### config.mk
export PLATFORM = sky130hd
export DESIGN_NAME = rename_reg_file
export DESIGN_NICKNAME = d
export VERILOG_FILES = /design/src/rtl/rename_reg_file_pkg.sv /design/src/rtl/rename_reg_file_read_port.sv /design/src/rtl/rename_reg_file.sv
export SDC_FILE = /design/constraint.sdc
export NUM_CORES = 2
export LEC_CHECK = 0
export ABC_AREA = 0
export CORE_MARGIN = 2
export CORE_UTILIZATION = 30
export DETAILED_ROUTE_END_ITERATION = 10
export HOLD_SLACK_MARGIN = 0.1
export PLACE_DENSITY = 0.54
export SLEW_MARGIN = 25
export SYNTH_ARGS = -nofsm -noshare
export SYNTH_HDL_FRONTEND = slang
export SYNTH_SLANG_ARGS = --single-unit
### constraint.sdc
create_clock -name clk -period 8.8 [get_ports clk]
set_clock_uncertainty 0.15 [all_clocks]
set_input_delay 2.64 -clock clk [delete_from_list [all_inputs] [get_ports clk]]
set_output_delay 2.64 -clock clk [all_outputs]
set_load 0.05 [all_outputs]
### src/rtl/rename_reg_file_pkg.sv
// Shared widths and zero constants for the rename register file.
package rename_reg_file_pkg;
   localparam int DATA_W       = 32;
   localparam int NUM_REGS     = 32;
   localparam int TAG_W        = 4;
   localparam int NUM_RD_PORTS = 2;
   localparam int IDX_W        = $clog2(NUM_REGS);

   localparam logic [TAG_W-1:0]  ZERO_TAG  = '0;
   localparam logic [IDX_W-1:0]  ZERO_IDX  = '0;
   localparam logic [DATA_W-1:0] ZERO_WORD = '0;

   typedef logic [NUM_REGS-1:0][DATA_W-1:0] v_arr_t;
   typedef logic [NUM_REGS-1:0][TAG_W-1:0]  q_arr_t;
endpackage

### src/rtl/rename_reg_file_read_port.sv
// One combinational source-operand port: lookup, x0 force and, with RF_COMMIT_BYPASS_EN,
// a same-cycle forward of a matching commit.
module rf_read_port
   import rename_reg_file_pkg::*;
(
   input  logic              rst,
   input  logic [IDX_W-1:0]  rs,
   input  v_arr_t            v_arr,
   input  q_arr_t            q_arr,
   input  logic              commit_en,
   input  logic [IDX_W-1:0]  commit_rd,
   input  logic [TAG_W-1:0]  commit_tag,
   input  logic [DATA_W-1:0] commit_val,
   output logic [DATA_W-1:0] v,
   output logic [TAG_W-1:0]  q
);
`ifndef RF_COMMIT_BYPASS_EN
   logic unused_bypass;
   assign unused_bypass = ^{rst, commit_en, commit_rd, commit_tag, commit_val};
`endif

   always_comb begin
      v = v_arr[rs];
      q = q_arr[rs];
`ifdef RF_COMMIT_BYPASS_EN
      // Forward only when the commit releases this register's current producer.
      if (!rst && commit_en && (rs == commit_rd) && (q_arr[rs] == commit_tag)) begin
         v = commit_val;
         q = ZERO_TAG;
      end
`endif
      if (rs == ZERO_IDX) begin
         v = ZERO_WORD;
         q = ZERO_TAG;
      end
   end
endmodule

### src/rtl/rename_reg_file.sv
// Architectural register file with rename tags; optional commit bypass via RF_COMMIT_BYPASS_EN.
module rename_reg_file
   import rename_reg_file_pkg::*;
(
   input  logic                           clk,
   input  logic                           rst,
   input  logic [NUM_RD_PORTS*IDX_W-1:0]  rs_i,
   output logic [NUM_RD_PORTS*DATA_W-1:0] v_o,
   output logic [NUM_RD_PORTS*TAG_W-1:0]  q_o,
   input  logic                           alloc_en_i,
   input  logic [IDX_W-1:0]               alloc_rd_i,
   input  logic [TAG_W-1:0]               alloc_tag_i,
   input  logic                           commit_en_i,
   input  logic [IDX_W-1:0]               commit_rd_i,
   input  logic [TAG_W-1:0]               commit_tag_i,
   input  logic [DATA_W-1:0]              commit_val_i,
   input  logic                           flush_i
);
   v_arr_t v_mem;
   q_arr_t q_mem;

   // Later assignments to q_mem win, so alloc overrides the commit release.
   always_ff @(posedge clk) begin
      if (rst) begin
         v_mem <= '0;
         q_mem <= '0;
      end else begin
         if (commit_en_i && (commit_rd_i != ZERO_IDX))
            v_mem[commit_rd_i] <= commit_val_i;
         if (flush_i) begin
            q_mem <= '0;
         end else begin
            if (commit_en_i && (commit_rd_i != ZERO_IDX) && (q_mem[commit_rd_i] == commit_tag_i))
               q_mem[commit_rd_i] <= ZERO_TAG;
            if (alloc_en_i && (alloc_rd_i != ZERO_IDX))
               q_mem[alloc_rd_i] <= alloc_tag_i;
         end
      end
   end

   for (genvar k = 0; k < NUM_RD_PORTS; k++) begin : g_rd
      rf_read_port u_port (
         .rst        (rst),
         .rs         (rs_i[k*IDX_W +: IDX_W]),
         .v_arr      (v_mem),
         .q_arr      (q_mem),
         .commit_en  (commit_en_i),
         .commit_rd  (commit_rd_i),
         .commit_tag (commit_tag_i),
         .commit_val (commit_val_i),
         .v          (v_o[k*DATA_W +: DATA_W]),
         .q          (q_o[k*TAG_W +: TAG_W])
      );
   end
endmodule

After elaboration in Yosys (flattened, before gate mapping)
Index checks and enable logic that the tools add are counted.
{"block": "word_totals", "ff_bits": 1152, "out_inout_bits": 72, "wordCells": 109}
{"block": "op_classes", "n_eq_ne": 1, "n_mux": 26, "n_reduce_logical": 10, "n_lt_le_gt_ge": 6, "bitwise_logic": 2}
{"operator": "bitwise mux 1024 bit", "count": 1}
{"operator": "2-to-1 mux 128 bit", "count": 4}
{"operator": "binary-select mux 32 bit (select 5 bit)", "count": 2}
{"operator": "demux 32 bit (select 5 bit)", "count": 1}
{"operator": "2-to-1 mux 32 bit", "count": 5}
{"operator": "AND 128 bit", "count": 1}
{"operator": "bitwise mux 128 bit", "count": 1}
{"operator": "inverter 128 bit", "count": 1}
{"operator": "binary-select mux 4 bit (select 5 bit)", "count": 3}
{"operator": "demux 4 bit (select 5 bit)", "count": 2}
{"operator": "2-to-1 mux 4 bit", "count": 7}
{"operator": "less-than comparator 5 x 6 -> 1 bit, second input constant", "count": 4}
{"operator": "greater-or-equal comparator 5 x 1 -> 1 bit, second input constant", "count": 2}
{"operator": "logical NOT 5 bit", "count": 2}
{"operator": "nonzero test 5 bit", "count": 2}
{"operator": "logical AND 1 bit", "count": 5}
{"operator": "equality test 4 bit", "count": 1}
{"operator": "OR reduction 2 bit", "count": 1}

Longest topological paths before layout
{"block": "logic_depth", "ltp_word": 11, "ltp_mapped": 12, "depth_no_buf": 7}

Modules after synthesis
From an unflattened synthesis, not the netlist that was laid out.
{"block": "unflattened", "cells_unflattened": 6776, "area_unflattened_um2": 60596.9}
{"module": "rename_reg_file", "instances": 1, "area_each_um2": 41924.0, "seq_area_each_um2": 23062.1, "cells_each": 5286}
{"module": "rf_read_port", "instances": 2, "area_each_um2": 9336.5, "seq_area_each_um2": 0.0, "cells_each": 745}

Worst setup path before layout
Ideal clock, no wire load.
{"block": "synth_timing", "path_kind": "input to output", "from": "input rs_i[5]", "to": "output v_o[42]", "cell_stages": 8, "required_time_ns": 6.010, "arrival_ns": 5.449, "path_slack_ns": 0.561, "path_buffers": 6, "cell_sequence": "clkbuf_1 > buf_2 > buf_2 > buf_2 > buf_2 > nor3_1 > clkbuf_1 > a211oi_1"}
{"block": "synth_between", "elab_chain_cells": 3, "word_cells_on_any_way": 4, "classes_between": "mux (3); reduce/logical (1)"}
{"element": "start: declaration", "line": "rename_reg_file.sv:7", "rtl": "input logic [NUM_RD_PORTS*IDX_W-1:0] rs_i,"}
{"element": "binary-select mux 32 bit (select 5 bit)", "line": "rename_reg_file_read_port.sv:23", "rtl": "v = v_arr[rs];"}
{"element": "2-to-1 mux 32 bit (not written as such)", "line": "rename_reg_file_read_port.sv:23"}
{"element": "2-to-1 mux 32 bit (*)", "line": "rename_reg_file_read_port.sv:32", "rtl": "if (rs == ZERO_IDX) begin"}
{"element": "end: declaration", "line": "rename_reg_file.sv:8", "rtl": "output logic [NUM_RD_PORTS*DATA_W-1:0] v_o,"}
Every way passes the cells marked *; elsewhere a longest branch is shown, timed or not. The select of a mux whose other input is x is not followed.

Worst setup path in the final report
{"block": "layout_timing", "from": "input rs_i[5]", "to": "output v_o[48]"}
Same word-level chain as after synthesis.

==> summary.txt <==
status - finished clean
final setup vio count - 0
final core occ - 34.46%
Rel. slew slack - 21.70%
post-cts resize count - 0
Seq cells post-synth - 1,152
vias in the first global route - 51,693
most frequent cells in the layout - nand2_1, dfxtp_1, a21oi_1
r2r setup slk - 5.42 ns
Fin. Hold Viols - 0
Post-synth ARST share - 0%
Die Span X - 451.3 um
pin count of the biggest net entering global routing - 206
Worst-Skew Late Latency - 0.78 ns
Die Footprint - 203,600 um^2
GPL Wtd Cong - 0.8720
hold buffers post-CTS - 0
placed insts - 8,915
commonest non-fill, non-tap cell in the layout - nand2_1
TritonCTS clock tree - done
Reg clk slew, reported paths - 0.06 ns
IO Pins - 137
min cycle time layout - 8.303 ns
area growth from synthesis to layout - 14.40%
Primary FF master, synth - dfxtp_1
share of cells above drive strength 1 - 21.05%
drt wl/cell - 28.76 um
nets - 6,446
die height - 451.3 um
post-synthesis sequential area ratio - 38.43%
final setup TNS - 0 ns
Max Fclk - 0.1204 GHz
row cnt - 164
CTS Buf Count - 120
CTS Root Cell - clkbuf_16
CTS max path bufs - 3
CP endpoint kind - output pin
hold slack final - 0.3153 ns
Detailed Place HPWL - 153.5 mm
Post-CTS Setup Bufs - 0
H-tree depth - 3
P per Cell Area - 169.6 nW/um^2
Slew @ Worst Pin - 1.174 ns
Worst setup SP type - primary input
gr usage total - 25.14%
DRC viols - 0
CTS sink cnt - 1,152
count of cell types in the netlist - 54
YS warnings - 0
leak pwr - 22.05 nW
drt pass-1 iters - 8
Post-synth EDFFs - 0
Initial Utilization - 30.12%
syn nets - 6,615
CP required - 6.01 ns
critical path class - primary input to output pin
cells after synthesis - 6,550
Port-buffer cells - 136
Max Cap Violations - 0
Worst Hold Class - flip-flop to flip-flop
WP data arrival - 5.51 ns
Via density - 5.876
DRT iter0 DRCs - 6,948
Non-Filler Instances - 9,166
Peak VDD IR - 157.0 uV
Final Power - 11.64 mW
antenna violations before repair - 32
GRT Residual Overflow - 0
crit share post-route - 94.36%
DR vias - 53,862
RSZ-0062 raised after global routing - false
Max FO, Critical Path - 32
final antenna-violating net count - 0
Mean Syn Cell Area - 9.162 um^2
Synth Cell Area - 60,010 um^2
Max Slew Vio Count - 0
first-pass GRT wire length - 374.9 mm
Core Region - 199,200 um^2
total wire length - 263.6 mm
## sequential cells by signal, indices dropped and copies added, names as in the netlist
signal and flops:
v_mem 1024, q_mem 128
## cells by family after synthesis
logic type	synth area share, %
buffers and inverters	4.439
AND/OR/NAND/NOR	15.91
AO/OA/AOI/OAI	13.78
multiplexers	27.39
XOR/XNOR	0.05839
flip-flops	38.43
## power by group
part,switching (mW),leakage (nW),internal [mW],total (mW)
Combinational,0.711,10.8,0.319,1.03
Sequential,0.0278,9.28,5.25,5.28
Clock,2.29,2.00,3.04,5.33
## through the flow
step	worst slack, ns	instance area, um^2
floorplan	0.5614	60010
global placement	0.4612	64530
detailed placement	0.5023	64550
CTS	0.4912	68590
global route	0.4344	68620
finish	0.4967	68650
## final timing paths
check                                 from         end  cells past startpoint
worst max-delay path               rs_i[5]     v_o[48]                      9
worst min-delay path            v_mem[750]  v_mem[750]                      2
worst max register to register  q_mem[118]   q_mem[71]                      8
worst min register to register  v_mem[750]  v_mem[750]                      2
## cells in the mapped netlist (33+ instances only)
library cell  number  area share (%)
mux4_2           619              23
o21ai_0           68            0.57
o21ai_2           60            0.88
nor2b_1           33            0.34
nor2_1           183             1.1
o22ai_1           41            0.43
mux2_2            60             1.1
dfxtp_1         1152              38
buf_1             53            0.33
nand2_1         2152              13
mux2i_1          174             2.9
a32oi_1          124             1.8
a21oi_1         1020             8.5
clkbuf_1         555             3.5
## final cells by class
class | count | area (um^2)
well taps | 2656 | 3323
diodes | 29 | 72.57
flip-flops and latches | 1152 | 23060
multi-input cells | 4739 | 34620
inverters | 3 | 11.26
clock buffers | 176 | 3547
repair buffers | 365 | 3533
clock inverters | 46 | 488.0
fillers | 19906 | 130600
## worst max-delay path: stages
cell     delay, ns
buf_8         0.39
buf_12        0.27
buf_4         0.23
mux4_2        0.52
mux4_2        0.47
a21oi_1       0.27
buf_4         0.19
nor2_1        0.14
buf_4         0.24
## routing by layer
| layer | wire, um | vias to the layer above | track usage, % | part of all wire [%] |
|---|---|---|---|---|
| met5 | 74 | - | 0 | 0.028 |
| met4 | 23390 | 14 | 19.31 | 8.9 |
| met3 | 25930 | 871 | 4.694 | 9.8 |
| met2 | 117400 | 3309 | 38.79 | 45 |
| met1 | 96790 | 26614 | 31.05 | 37 |
| li1 | - | 23054 | - | - |
No activity file was read; power rests on OpenSTA's default activity.
